File: config.mk
export PLATFORM = sky130hd
export DESIGN_NAME = ram_readback
export DESIGN_NICKNAME = d
export VERILOG_FILES = /design/src/rtl/ram_readback.sv
export SDC_FILE = /design/constraint.sdc
export NUM_CORES = 1
export LEC_CHECK = 0
export BUFFER_PORTS_ARGS = -buffer_cell sky130_fd_sc_hd__buf_2
export CAP_MARGIN = 20
export CORE_AREA = 2 2 61 63
export CTS_CLUSTER_SIZE = 8
export DETAILED_ROUTE_END_ITERATION = 12
export DIE_AREA = 0 0 63 65
export PLACE_DENSITY = 0.76
export SLEW_MARGIN = 15
export SYNTH_ARGS = -nofsm -noshare
export SYNTH_HDL_FRONTEND = slang
export SYNTH_SLANG_ARGS = --single-unit
File: constraint.sdc
create_clock -name clk -period 2.4 [get_ports clk]
set_clock_uncertainty 0.05 [all_clocks]
set_input_delay 0.48 -clock clk [delete_from_list [all_inputs] [get_ports clk]]
set_output_delay 0.48 -clock clk [all_outputs]
set_load 0.05 [all_outputs]
File: src/rtl/ram_readback.sv
// ---------------------------------------------------------------------------
// ram_readback
//
// Purpose:
//   Walks a synchronous RAM from address 0 up to LAST_ADDR, one word per
//   read, and presents each captured word with its address, a one-cycle
//   capture strobe, a running modulo-2**DATA_W checksum and an active-low
//   display value. Scans run free (one word every two cycles) or advance
//   one word per step pulse, and can be aborted at any point.
//
// Ports:
//   clk         in   the only clock, all logic on its rising edge
//   rst         in   synchronous active-high reset
//   start       in   single-cycle scan request (honoured in IDLE / DONE)
//   abort       in   stops an active scan, returning to IDLE
//   step_mode   in   0 = free-running scan, 1 = one word per step pulse
//   step        in   advance pulse, only looked at while holding
//   rden        out  RAM read enable, high only in the issue cycle
//   rdaddr      out  RAM read address (the internal scan address)
//   rdata       in   RAM read data, valid one cycle after rden
//   busy        out  high while a scan is active
//   done        out  high once a scan has completed, until start or rst
//   cur_addr    out  address of the last captured word
//   cur_data    out  last captured word
//   data_valid  out  one-cycle pulse on each capture
//   checksum    out  running sum of the captured words, wrapping
//   led         out  active-low display value, ~{cur_addr, cur_data}
// ---------------------------------------------------------------------------
module ram_readback #(
    parameter int ADDR_W    = 6,
    parameter int DATA_W    = 8,
    parameter int LAST_ADDR = 63
) (
    input  logic                     clk,
    input  logic                     rst,
    input  logic                     start,
    input  logic                     abort,
    input  logic                     step_mode,
    input  logic                     step,
    output logic                     rden,
    output logic [ADDR_W-1:0]        rdaddr,
    input  logic [DATA_W-1:0]        rdata,
    output logic                     busy,
    output logic                     done,
    output logic [ADDR_W-1:0]        cur_addr,
    output logic [DATA_W-1:0]        cur_data,
    output logic                     data_valid,
    output logic [DATA_W-1:0]        checksum,
    output logic [ADDR_W+DATA_W-1:0] led
);

    typedef enum logic [2:0] {
        S_IDLE    = 3'd0,
        S_ISSUE   = 3'd1,
        S_CAPTURE = 3'd2,
        S_HOLD    = 3'd3,
        S_DONE    = 3'd4
    } state_e;

    localparam logic [ADDR_W-1:0] LAST = ADDR_W'(LAST_ADDR);

    // Checksum accumulation: the carry out of the top bit is simply dropped,
    // giving the required modulo-2**DATA_W behaviour.
    function automatic logic [DATA_W-1:0] sum_wrap(
        input logic [DATA_W-1:0] acc,
        input logic [DATA_W-1:0] word
    );
        return acc + word;
    endfunction

    state_e              state_q, state_d;
    logic [ADDR_W-1:0]   addr_q, addr_d;
    logic [ADDR_W-1:0]   cur_addr_q, cur_addr_d;
    logic [DATA_W-1:0]   cur_data_q, cur_data_d;
    logic [DATA_W-1:0]   checksum_q, checksum_d;
    logic                data_valid_q, data_valid_d;

    logic                active;
    logic                start_take;
    logic                abort_take;
    logic                capture;
    logic                at_last;

    // Decoded control conditions shared by the FSM and the datapath.
    always_comb begin
        active     = (state_q == S_ISSUE) || (state_q == S_CAPTURE) ||
                     (state_q == S_HOLD);
        start_take = start && ((state_q == S_IDLE) || (state_q == S_DONE));
        abort_take = abort && active;
        capture    = (state_q == S_CAPTURE);
        at_last    = (addr_q == LAST);
    end

    // -----------------------------------------------------------------------
    // FSM: state register
    // -----------------------------------------------------------------------
    always_ff @(posedge clk) begin
        if (rst) begin
            state_q <= S_IDLE;
        end else begin
            state_q <= state_d;
        end
    end

    // -----------------------------------------------------------------------
    // FSM: next-state logic
    // -----------------------------------------------------------------------
    always_comb begin
        state_d = state_q;
        unique case (state_q)
            S_IDLE, S_DONE: begin
                if (start) begin
                    state_d = S_ISSUE;
                end
            end
            S_ISSUE: begin
                // An abort here drops the outstanding read: IDLE never
                // captures, so the word arriving next cycle is ignored.
                state_d = abort ? S_IDLE : S_CAPTURE;
            end
            S_CAPTURE: begin
                // The capture itself still completes on this edge even when
                // aborting; only the continuation is cancelled.
                if (abort) begin
                    state_d = S_IDLE;
                end else if (at_last) begin
                    state_d = S_DONE;
                end else if (step_mode) begin
                    state_d = S_HOLD;
                end else begin
                    state_d = S_ISSUE;
                end
            end
            S_HOLD: begin
                if (abort) begin
                    state_d = S_IDLE;
                end else if (step) begin
                    state_d = S_ISSUE;
                end
            end
            default: begin
                state_d = S_IDLE;
            end
        endcase
    end

    // -----------------------------------------------------------------------
    // FSM: outputs decoded from the current state
    // -----------------------------------------------------------------------
    always_comb begin
        rden = 1'b0;
        busy = 1'b0;
        done = 1'b0;
        unique case (state_q)
            S_ISSUE: begin
                rden = 1'b1;
                busy = 1'b1;
            end
            S_CAPTURE, S_HOLD: begin
                busy = 1'b1;
            end
            S_DONE: begin
                done = 1'b1;
            end
            default: begin
                rden = 1'b0;
            end
        endcase
    end

    // -----------------------------------------------------------------------
    // Scan address: cleared on start, advanced only when a capture hands off
    // to another read, so it parks on LAST_ADDR at the end of a scan.
    // -----------------------------------------------------------------------
    always_comb begin
        addr_d = addr_q;
        if (start_take) begin
            addr_d = '0;
        end else if (capture && !abort_take && !at_last) begin
            addr_d = addr_q + 1'b1;
        end
    end

    // -----------------------------------------------------------------------
    // Capture datapath: word, address, strobe and running checksum.
    // -----------------------------------------------------------------------
    always_comb begin
        cur_addr_d   = cur_addr_q;
        cur_data_d   = cur_data_q;
        checksum_d   = checksum_q;
        data_valid_d = 1'b0;
        if (start_take) begin
            cur_addr_d = '0;
            cur_data_d = '0;
            checksum_d = '0;
        end else if (capture) begin
            cur_addr_d   = addr_q;
            cur_data_d   = rdata;
            checksum_d   = sum_wrap(checksum_q, rdata);
            data_valid_d = 1'b1;
        end
    end

    always_ff @(posedge clk) begin
        if (rst) begin
            addr_q       <= '0;
            cur_addr_q   <= '0;
            cur_data_q   <= '0;
            checksum_q   <= '0;
            data_valid_q <= 1'b0;
        end else begin
            addr_q       <= addr_d;
            cur_addr_q   <= cur_addr_d;
            cur_data_q   <= cur_data_d;
            checksum_q   <= checksum_d;
            data_valid_q <= data_valid_d;
        end
    end

    assign rdaddr     = addr_q;
    assign cur_addr   = cur_addr_q;
    assign cur_data   = cur_data_q;
    assign checksum   = checksum_q;
    assign data_valid = data_valid_q;
    assign led        = ~{cur_addr_q, cur_data_q};

endmodule

==> impl_metrics.env, run 1 <==
export IMPL_status="finished, final reports clean"
export IMPL_grt_overflow=0
export IMPL_clock_path_buffers=2
export IMPL_postCtsResizedCells=0
export IMPL_grt_max_degree=29
export IMPL_synth_cell_area_um2=1570
export IMPL_drive_above_1_share_pct=28.0
export IMPL_cts_hold_buffers_added=0
export IMPL_portBuffers=59
export IMPL_diodes=0
export IMPL_final_cell_mix="59 x buf_2, 40 x nand2_1, 32 x dfxtp_1, 27 x a21oi_1, 19 x inv_1"
export IMPL_area_growth_pct=27.8
export IMPL_rsz0062_at_grt="no"
export IMPL_r2r_setup_slack_ps=420
export IMPL_post_dp_hpwl_um=2640
export IMPL_crit_required_ps=2620
export IMPL_place_area_um2=1930
export IMPL_die_w_um=63
export IMPL_min_delay_start="rst"
export IMPL_synth_area_top_cells="dfxtp_1 41%, nand2_1 9.6%, a21oi_1 8.6%, ha_1 6.4%, inv_1 4.5%"
export IMPL_cts_tree="done"
export IMPL_critPathMaxFanout=3
export IMPL_cts_sinks=32
export IMPL_busiest_layer="met2"
export IMPL_track_usage_pct=18.0
export IMPL_start_kind="flop"
export IMPL_fin_nets=283
export IMPL_slowest_stage="a2111o_1"
export IMPL_ff2ff_path_depth=8
export IMPL_synth_cell_type_count=35
export IMPL_core_um2=3500
export IMPL_placementRows=22
export IMPL_drc=0
export IMPL_maxCapViolCount=0
export IMPL_antenna_found_initial=0
export IMPL_hold_end="state_q[0]"
export IMPL_final_cell_area_um2=2010
export IMPL_die_h_um=65
export IMPL_synth_top_area_cell="dfxtp_1"
export IMPL_ant_nets=0
export IMPL_hold_violations=0
export IMPL_cellPowerDensity_nw_per_um2=525
export IMPL_slew_headroom_pct=73.0
export IMPL_slowest_delay_ps=410
export IMPL_path_cells="ha_1 > inv_1 > fa_1 > nor2b_1 > o21a_1 > o211ai_1 > a2111o_1 > nand3_1"
export IMPL_htreeDepth=2
export IMPL_leakage_nw=0.847
export IMPL_start_util_pct=44.9
export IMPL_drtIter0Drc=49
export IMPL_hp_class="input port to flop"
export IMPL_place_gp_congestion=0.829
export IMPL_r2r_start="checksum[0]"
export IMPL_max_freq_mhz=504
export IMPL_hold_path_depth=2
export IMPL_cp_num_cells=8
export IMPL_die_area_um2=4100
export IMPL_slew_violations=0
export IMPL_syn_avg_cell_area_um2=7.93
export IMPL_cts_inserted_buffers=5
export IMPL_crit_path_end_kind="flop"
export IMPL_finalCritPeriodShare_pct=82.6
export IMPL_cp_top_family="compound AO/OA/AOI/OAI gates"
export IMPL_ioPinCount=60
export IMPL_worstMarginPinSlew_ps=405
export IMPL_dr_pass1_iters=4
export IMPL_nFillCells=334
export IMPL_path_buf_inv=1
export IMPL_synth_seq_cells=32
export IMPL_final_common_cell="buf_2"
export IMPL_synth_net_count=221
export IMPL_r2r_end="checksum[6]"
export IMPL_met3_usage_pct=4.69
export IMPL_vias_per_cell=4.93
export IMPL_irDropWorstVdd_mv=0.312
export IMPL_netlist_instances=198
export IMPL_met1_usage_pct=21.4
export IMPL_synthDominantCellAreaShare_pct=40.8
export IMPL_grt_pass1_vias=1322
export IMPL_setup_violations=0
export IMPL_criticalPathCategory="flop to flop"
export IMPL_final_setup_tns_ps=0
export IMPL_grt_pass1_wl_um=5670
export IMPL_fin_crit_ps=1980
export IMPL_synth_seq_area_share_pct=40.8
export IMPL_wl_um=3590
export IMPL_clk_latency_ps=330
export IMPL_use_met2_pct=29.0
export IMPL_via_count=1523
export IMPL_routedWlPerCell_um=11.6
export IMPL_cts_setup_buffers=0
export IMPL_root_buffer="clkbuf_4"
export IMPL_arrival_ps=2200
export IMPL_yosys_warnings=0
export IMPL_clk_pin_slew_ps=100
how the worst max path moves through the flow:
stage	from	to	slack [ps]
final	checksum[0]	checksum[6]	420
after global routing	checksum[0]	checksum[6]	260
after CTS	checksum[0]	checksum[6]	410
after detailed placement	rdata[2]	checksum[7]	260
after global placement	rdata[0]	checksum[6]	290
after floorplan	checksum[0]	checksum[6]	190
worst reg2reg max path, stage by stage, from the launching register on:
cell and delay, ps:
dfxtp_1 360, ha_1 170, inv_1 50, fa_1 390, nor2b_1 120, o21a_1 160
o211ai_1 130, a2111o_1 410, nand3_1 90
through the flow:
step           setup slack [ps]  std cells  hold slack [ps]  utilization [%]  total power [W]
6_report                    417        309              310             57.4          0.00105
5_1_grt                     260        309              313             57.4          0.00110
4_1_cts                     406        309              301             57.4          0.00106
3_5_place_dp                262        301              409             55.2         0.000666
3_3_place_gp                290        301              404             55.2         0.000665
2_1_floorplan               186        198              499                -         0.000628
per-layer routing:
layer / part of all wire (%) / up-vias
met4: 2.4 / 0
met3: 6.7 / 8
li1: - / 792
met1: 46 / 672
met2: 45 / 51
met5: 0 / -
state kept, by name, indices dropped and copies added (netlist names):
signal	flops
cur_addr	6
checksum	8
data_valid	1
rdaddr	6
state_q	3
cur_data	8
Yosys cell counts (all sizes together):
cell / number
nor4: 1
and2: 2
a21oi: 27
clkbuf: 7
ha: 8
o21a: 3
and3: 3
or3b: 1
fa: 1
o21ai: 3
nor3: 4
xor2: 3
nand3: 4
nand4: 2
a21o: 1
nor3b: 2
dfxtp: 32
o31ai: 1
and4: 2
a211oi: 3
xnor2: 3
buf: 1
o311ai: 1
nor2: 13
nor2b: 2
mux2i: 1
inv: 19
o41ai: 1
a311oi: 1
nand2b: 2
a31oi: 1
a2111o: 1
o2bb2ai: 1
o211ai: 1
nand2: 40
power by group:
group	switching [W]	internal (W)	total [W]	leakage, nW
combinational	0.0000776	0.0000346	0.000112	0.547
sequential	0.00000500	0.000536	0.000541	0.258
clock	0.000182	0.000218	0.000401	0.0422
kinds of logic (layout without fill, tap and decap cells):
group	after synthesis	after routing	synth area share, %
flip-flops	32	32	40.8
XOR/XNOR	6	6	3.35
AND/OR/NAND/NOR	78	78	22.8
buffers and inverters	27	90	6.45
multiplexers	1	1	0.637
adder cells (fa/ha/maj)	9	9	7.65
AO/OA/AOI/OAI	45	45	18.3
area by class of cell:
type | count | area [um2] | share of cell area [%]
clock inverters | 2 | 35.0 | 1.75
well taps | 48 | 60.1 | 2.99
flip-flops and latches | 32 | 641 | 31.9
clock buffers | 6 | 41.3 | 2.06
multi-input cells | 139 | 833 | 41.5
inverters | 19 | 71.3 | 3.55
repair buffers | 63 | 325 | 16.2
Note: power is estimated with default switching activity, not from simulation.
==> run 2: changes to the inputs <==
Settings changed: ABC_AREA from default to 1, CORE_AREA 2 2 61 63 to 2 2 64 66, DIE_AREA 0 0 63 65 to 0 0 66 68, PLACE_DENSITY 0.76 to 0.74.
Clock period 2.4 ns to 1.76 ns, I/O delays scaled along.
==> impl_metrics.env, run 2 <==
export IMPL_status="finished, final reports clean"
export IMPL_portBuffers=59
export IMPL_path_cells="nor2_2 > inv_1 > nor2_1 > clkbuf_4"
export IMPL_final_cell_area_um2=2070
export IMPL_synth_cell_area_um2=1630
export IMPL_clk_latency_ps=280
export IMPL_synth_main_ff_cell="dfxtp_1"
export IMPL_final_common_cell="buf_2"
export IMPL_routedWlPerCell_um=10.3
export IMPL_grt_max_degree=34
export IMPL_via_count=1535
export IMPL_start_util_pct=42.2
export IMPL_final_cell_mix="58 x buf_2, 38 x inv_1, 37 x nand2_1, 27 x a21oi_1, 27 x dfxtp_1"
export IMPL_dr_pass1_iters=4
export IMPL_post_dp_hpwl_um=2580
export IMPL_path_buf_inv=2
export IMPL_ant_nets=0
export IMPL_maxCapViolCount=0
export IMPL_htreeDepth=2
export IMPL_die_area_um2=4490
export IMPL_slew_violations=0
export IMPL_hold_violations=0
export IMPL_cp_top_family="flip-flops"
export IMPL_grt_pass1_vias=1257
export IMPL_grt_pass1_wl_um=5620
export IMPL_synth_common_cells="38 x inv_1, 37 x nand2_1, 32 x dfxtp_1"
export IMPL_hold_path_depth=2
export IMPL_synth_area_top_cells="dfxtp_1 39%, inv_1 8.8%, nand2_1 8.5%, a21oi_1 8.3%, ha_1 6.1%"
export IMPL_die_h_um=68
export IMPL_cts_hold_buffers_added=0
export IMPL_drc=0
export IMPL_synth_net_count=244
export IMPL_fin_crit_ps=1610
export IMPL_multi_input_area_um2=800
export IMPL_ff2ff_path_depth=9
export IMPL_slowest_delay_ps=350
export IMPL_criticalPathCategory="flop to primary output"
export IMPL_critPathMaxFanout=5
export IMPL_area_growth_pct=27.2
export IMPL_synthDominantCellAreaShare_pct=39.3
export IMPL_crit_path_end_kind="primary output"
export IMPL_wl_um=3450
export IMPL_place_area_um2=1980
export IMPL_track_usage_pct=16.5
export IMPL_hp_class="input port to flop"
export IMPL_clock_path_buffers=2
export IMPL_nFillCells=390
export IMPL_place_gp_congestion=0.861
export IMPL_synth_most_common_cell="inv_1"
export IMPL_root_buffer="clkbuf_8"
export IMPL_start_kind="flop"
export IMPL_grt_overflow=0
export IMPL_slowest_stage="dfxtp_1"
export IMPL_rsz0062_at_grt="no"
export IMPL_finalCritPeriodShare_pct=91.2
export IMPL_drive_above_1_share_pct=29.6
export IMPL_synth_cell_type_count=28
export IMPL_r2r_start="checksum[0]"
export IMPL_arrival_ps=1200
export IMPL_syn_avg_cell_area_um2=7.37
export IMPL_drtIter0Drc=87
export IMPL_async_flop_share_pct=0
export IMPL_vias_per_cell=4.60
export IMPL_netlist_instances=221
export IMPL_cp_num_cells=4
export IMPL_placementRows=23
export IMPL_clk_pin_slew_ps=60
export IMPL_fin_nets=306
export IMPL_ioPinCount=60
export IMPL_synth_seq_area_share_pct=39.3
export IMPL_core_um2=3860
export IMPL_antenna_found_initial=0
export IMPL_die_w_um=66
export IMPL_hold_end="state_q[2]"
export IMPL_cellPowerDensity_nw_per_um2=825
export IMPL_cts_tree="done"
export IMPL_diodes=0
export IMPL_worstMarginPinSlew_ps=333
export IMPL_slew_headroom_pct=77.8
export IMPL_ff_latch_area_um2=649
export IMPL_yosys_warnings=0
export IMPL_cts_sinks=32
export IMPL_synth_top_area_cell="dfxtp_1"
export IMPL_postLayoutCoreUtil_pct=53.7
export IMPL_leakage_nw=1.02
export IMPL_setup_violations=0
export IMPL_min_delay_start="rst"
export IMPL_irDropWorstVdd_mv=0.517
export IMPL_cts_inserted_buffers=5
export IMPL_crit_required_ps=1360
export IMPL_synth_seq_cells=32
export IMPL_max_freq_mhz=623
export IMPL_r2r_end="checksum[6]"
export IMPL_synth_edf_count=0
export IMPL_r2r_setup_slack_ps=180
## run 2: changes by cell type after synthesis, sizes merged, moves of 3 or more
cell	change
xnor2	-3
xor2	+4
and3	-3
buf	+4
o21ai	+21
inv	+23
a211oi	-3
clkbuf	-6
nand3	+6
## run 2: area by class of cell
cell class / count / share of cell area, %
Multi-Input combinational cell: 141 / 38.6
Inverter: 42 / 7.61
Sequential cell: 32 / 31.3
Tap cell: 50 / 3.02
Clock buffer: 8 / 4.35
Timing Repair Buffer: 61 / 15.1
## run 2: cell families after synthesis
| logic type | count (synthesis) | share of synthesized area, % |
|---|---|---|
| xor+xnor | 7 | 3.76 |
| simple gates | 71 | 20.4 |
| compound gates | 54 | 17.1 |
| buf+inv | 48 | 12.1 |
| fa+ha+maj | 9 | 7.37 |
| flops | 32 | 39.3 |
## run 2: timing repair
item                                    CTS  global route
resized for setup                         0             3
setup buffers                             0             0
endpoints found under the setup margin    0             3
## run 2: layer usage
metal	wire, um	part of all wire, %	vias to the layer above	track usage (%)
met3	228	6.6	2	5.92
li1	-	-	832	-
met2	1490	43	46	26.9
met5	0	0	-	0
met1	1710	50	655	20.3
met4	11	0.32	0	5.36
## run 2: worst max path at each step
stage / from / end / slack (ps)
after floorplan: checksum[0] / checksum[6] / -1
after global placement: rdata[0] / checksum[6] / -60
after detailed placement: rdata[0] / checksum[6] / -90
after CTS: checksum[0] / checksum[6] / 20
after global routing: checksum[0] / checksum[6] / 10
final: state_q[1] / done / 150
## run 2: through the flow
step / std cells / hold slack (ps) / setup WS [ps] / power, W / TNS, ps
after floorplan: 221 / 371 / -1.11 / 0.00107 / -1.11
after global placement: 326 / 398 / -55.6 / 0.00115 / -55.6
after detailed placement: 326 / 405 / -88.8 / 0.00115 / -101
after CTS: 334 / 207 / 18.0 / 0.00173 / 0
after global routing: 334 / 211 / 11.4 / 0.00179 / 0
final: 334 / 212 / 154 / 0.00171 / 0
## run 2: where the power goes
group / leakage, nW / switching, W / internal (W) / total, W
registers: 0.261 / 0.0000157 / 0.000747 / 0.000763
clock network: 0.0455 / 0.000259 / 0.000318 / 0.000577
logic: 0.716 / 0.000273 / 0.0000962 / 0.000369
total: 1.02 / 0.000547 / 0.00116 / 0.00171
==> run 3: changes to the inputs <==
Settings changed: CELL_PAD_IN_SITES_DETAIL_PLACEMENT from default to 1, CELL_PAD_IN_SITES_GLOBAL_PLACEMENT from default to 1, CORE_AREA 2 2 64 66 to 2 2 76 78, DIE_AREA 0 0 66 68 to 0 0 78 80, PLACE_DENSITY 0.74 to default, PLACE_DENSITY_LB_ADDON from default to 0.1.
==> impl_metrics.env, run 3 (synthesized netlist as in run 2, its figures left out) <==
export IMPL_via_count=1629
export IMPL_final_cell_area_um2=2180
export IMPL_rsz0062_at_grt="no"
export IMPL_grt_max_degree=27
export IMPL_slowest_stage="dfxtp_1"
export IMPL_place_gp_congestion=0.750
export IMPL_ant_nets=0
export IMPL_ioPinCount=60
export IMPL_hold_violations=0
export IMPL_cts_tree="done"
export IMPL_arrival_ps=1250
export IMPL_portBuffers=59
export IMPL_clk_pin_slew_ps=70
export IMPL_core_um2=5410
export IMPL_status="finished, final reports clean"
export IMPL_die_w_um=78
export IMPL_dr_pass1_iters=4
export IMPL_max_freq_mhz=604
export IMPL_track_usage_pct=14.5
export IMPL_grt_overflow=0
export IMPL_worstMarginPinSlew_ps=339
export IMPL_wl_um=4250
export IMPL_place_area_um2=2050
export IMPL_placementRows=27
export IMPL_grt_pass1_wl_um=7100
export IMPL_cts_sinks=32
export IMPL_area_growth_pct=34.0
export IMPL_final_setup_tns_ps=0
export IMPL_critPathMaxFanout=5
export IMPL_clk_latency_ps=280
export IMPL_die_area_um2=6240
export IMPL_slowest_delay_ps=360
export IMPL_drc=0
export IMPL_crit_required_ps=1360
export IMPL_irDropWorstVdd_mv=0.453
export IMPL_post_dp_hpwl_um=3220
export IMPL_die_h_um=80
export IMPL_cts_setup_buffers=0
export IMPL_root_buffer="clkbuf_8"
export IMPL_routedWlPerCell_um=11.8
export IMPL_final_cell_mix="59 x buf_2, 38 x inv_1, 37 x nand2_1, 27 x a21oi_1, 27 x dfxtp_1"
export IMPL_crit_path_end_kind="primary output"
export IMPL_cts_inserted_buffers=5
export IMPL_vias_per_cell=4.51
export IMPL_antenna_found_initial=0
export IMPL_diodes=0
export IMPL_criticalPathCategory="flop to primary output"
export IMPL_clock_path_buffers=2
export IMPL_start_kind="flop"
export IMPL_start_util_pct=30.1
export IMPL_maxCapViolCount=0
export IMPL_fin_crit_ps=1660
export IMPL_grt_pass1_vias=1491
export IMPL_fin_nets=311
export IMPL_holdWs_ps=217
export IMPL_slew_headroom_pct=77.3
export IMPL_path_cells="nor2_2 > inv_1 > nor2_1 > buf_2"
export IMPL_cellPowerDensity_nw_per_um2=889
export IMPL_hp_class="input port to flop"
export IMPL_finalCritPeriodShare_pct=94.0
export IMPL_power_w=0.00194
export IMPL_setup_violations=0
export IMPL_drive_above_1_share_pct=31.5
export IMPL_postLayoutCoreUtil_pct=40.4
export IMPL_slew_violations=0
export IMPL_htreeDepth=2
export IMPL_final_common_cell="buf_2"
export IMPL_leakage_nw=1.07
export IMPL_drtIter0Drc=46
==> run 3: cell count changes in the layout (fill, tap and decap cells not counted) <==
| cell | previous run | this run |
|---|---|---|
| bufinv_16 | 0 | 1 |
| buf_2 | 58 | 59 |
| clkbuf_4 | 1 | 0 |
| clkbuf_8 | 6 | 7 |
| buf_4 | 2 | 6 |
| clkbuf_1 | 2 | 0 |
| buf_12 | 0 | 1 |
==> run 3: what timing repair did <==
item | in CTS | in global routing
resized for setup | 0 | 2
endpoints found under the setup margin | 0 | 2
hold buffers | 0 | 0
==> run 3: area by class of cell <==
type | instances | area [um2]
fillers | 724 | 3220
flip-flops and latches | 32 | 649
clock buffers | 7 | 96.3
repair buffers | 66 | 360
well taps | 72 | 90.1
multi-input cells | 141 | 800
clock inverters | 1 | 30.0
inverters | 42 | 158
==> run 3: power by group <==
group          internal [W]  switching (W)  leakage [nW]  total, W
Clock              0.000500       0.000285        0.0645  0.000785
Combinational      0.000110       0.000283         0.747  0.000393
Sequential         0.000746      0.0000162         0.261  0.000763
==> run 3: layer usage <==
layer / vias to the layer above / GRT usage (%) / wire length [um]
li1: 837 / - / -
met1: 741 / 19.8 / 2110
met2: 46 / 22.6 / 1850
met3: 5 / 3.28 / 248
met4: 0 / 4.74 / 49
met5: - / 0 / 0
==> run 3: final timing paths <==
kind	startpoint	end	slack, ps	depth (start not counted)
worst max register to register	checksum[0]	checksum[6]	160	9
worst min-delay path	rst	state_q[2]	220	2
worst max-delay path	state_q[1]	done	100	4
worst min register to register	cur_data[0]	cur_data[0]	410	2
==> run 3: worst max-delay path: cells and delay by family (launching register included) <==
family	cells	cell delay (ps)
buffers and inverters	2	340
flip-flops	1	360
AND/OR/NAND/NOR	2	280
==> run 3: stage by stage <==
stage                     setup slack (ps)  cells
after CTS                             33.9    361
after floorplan                      -1.11    221
after global routing                  3.89    361
after global placement               -74.0    353
after detailed placement             -80.8    353
final                                  105    361
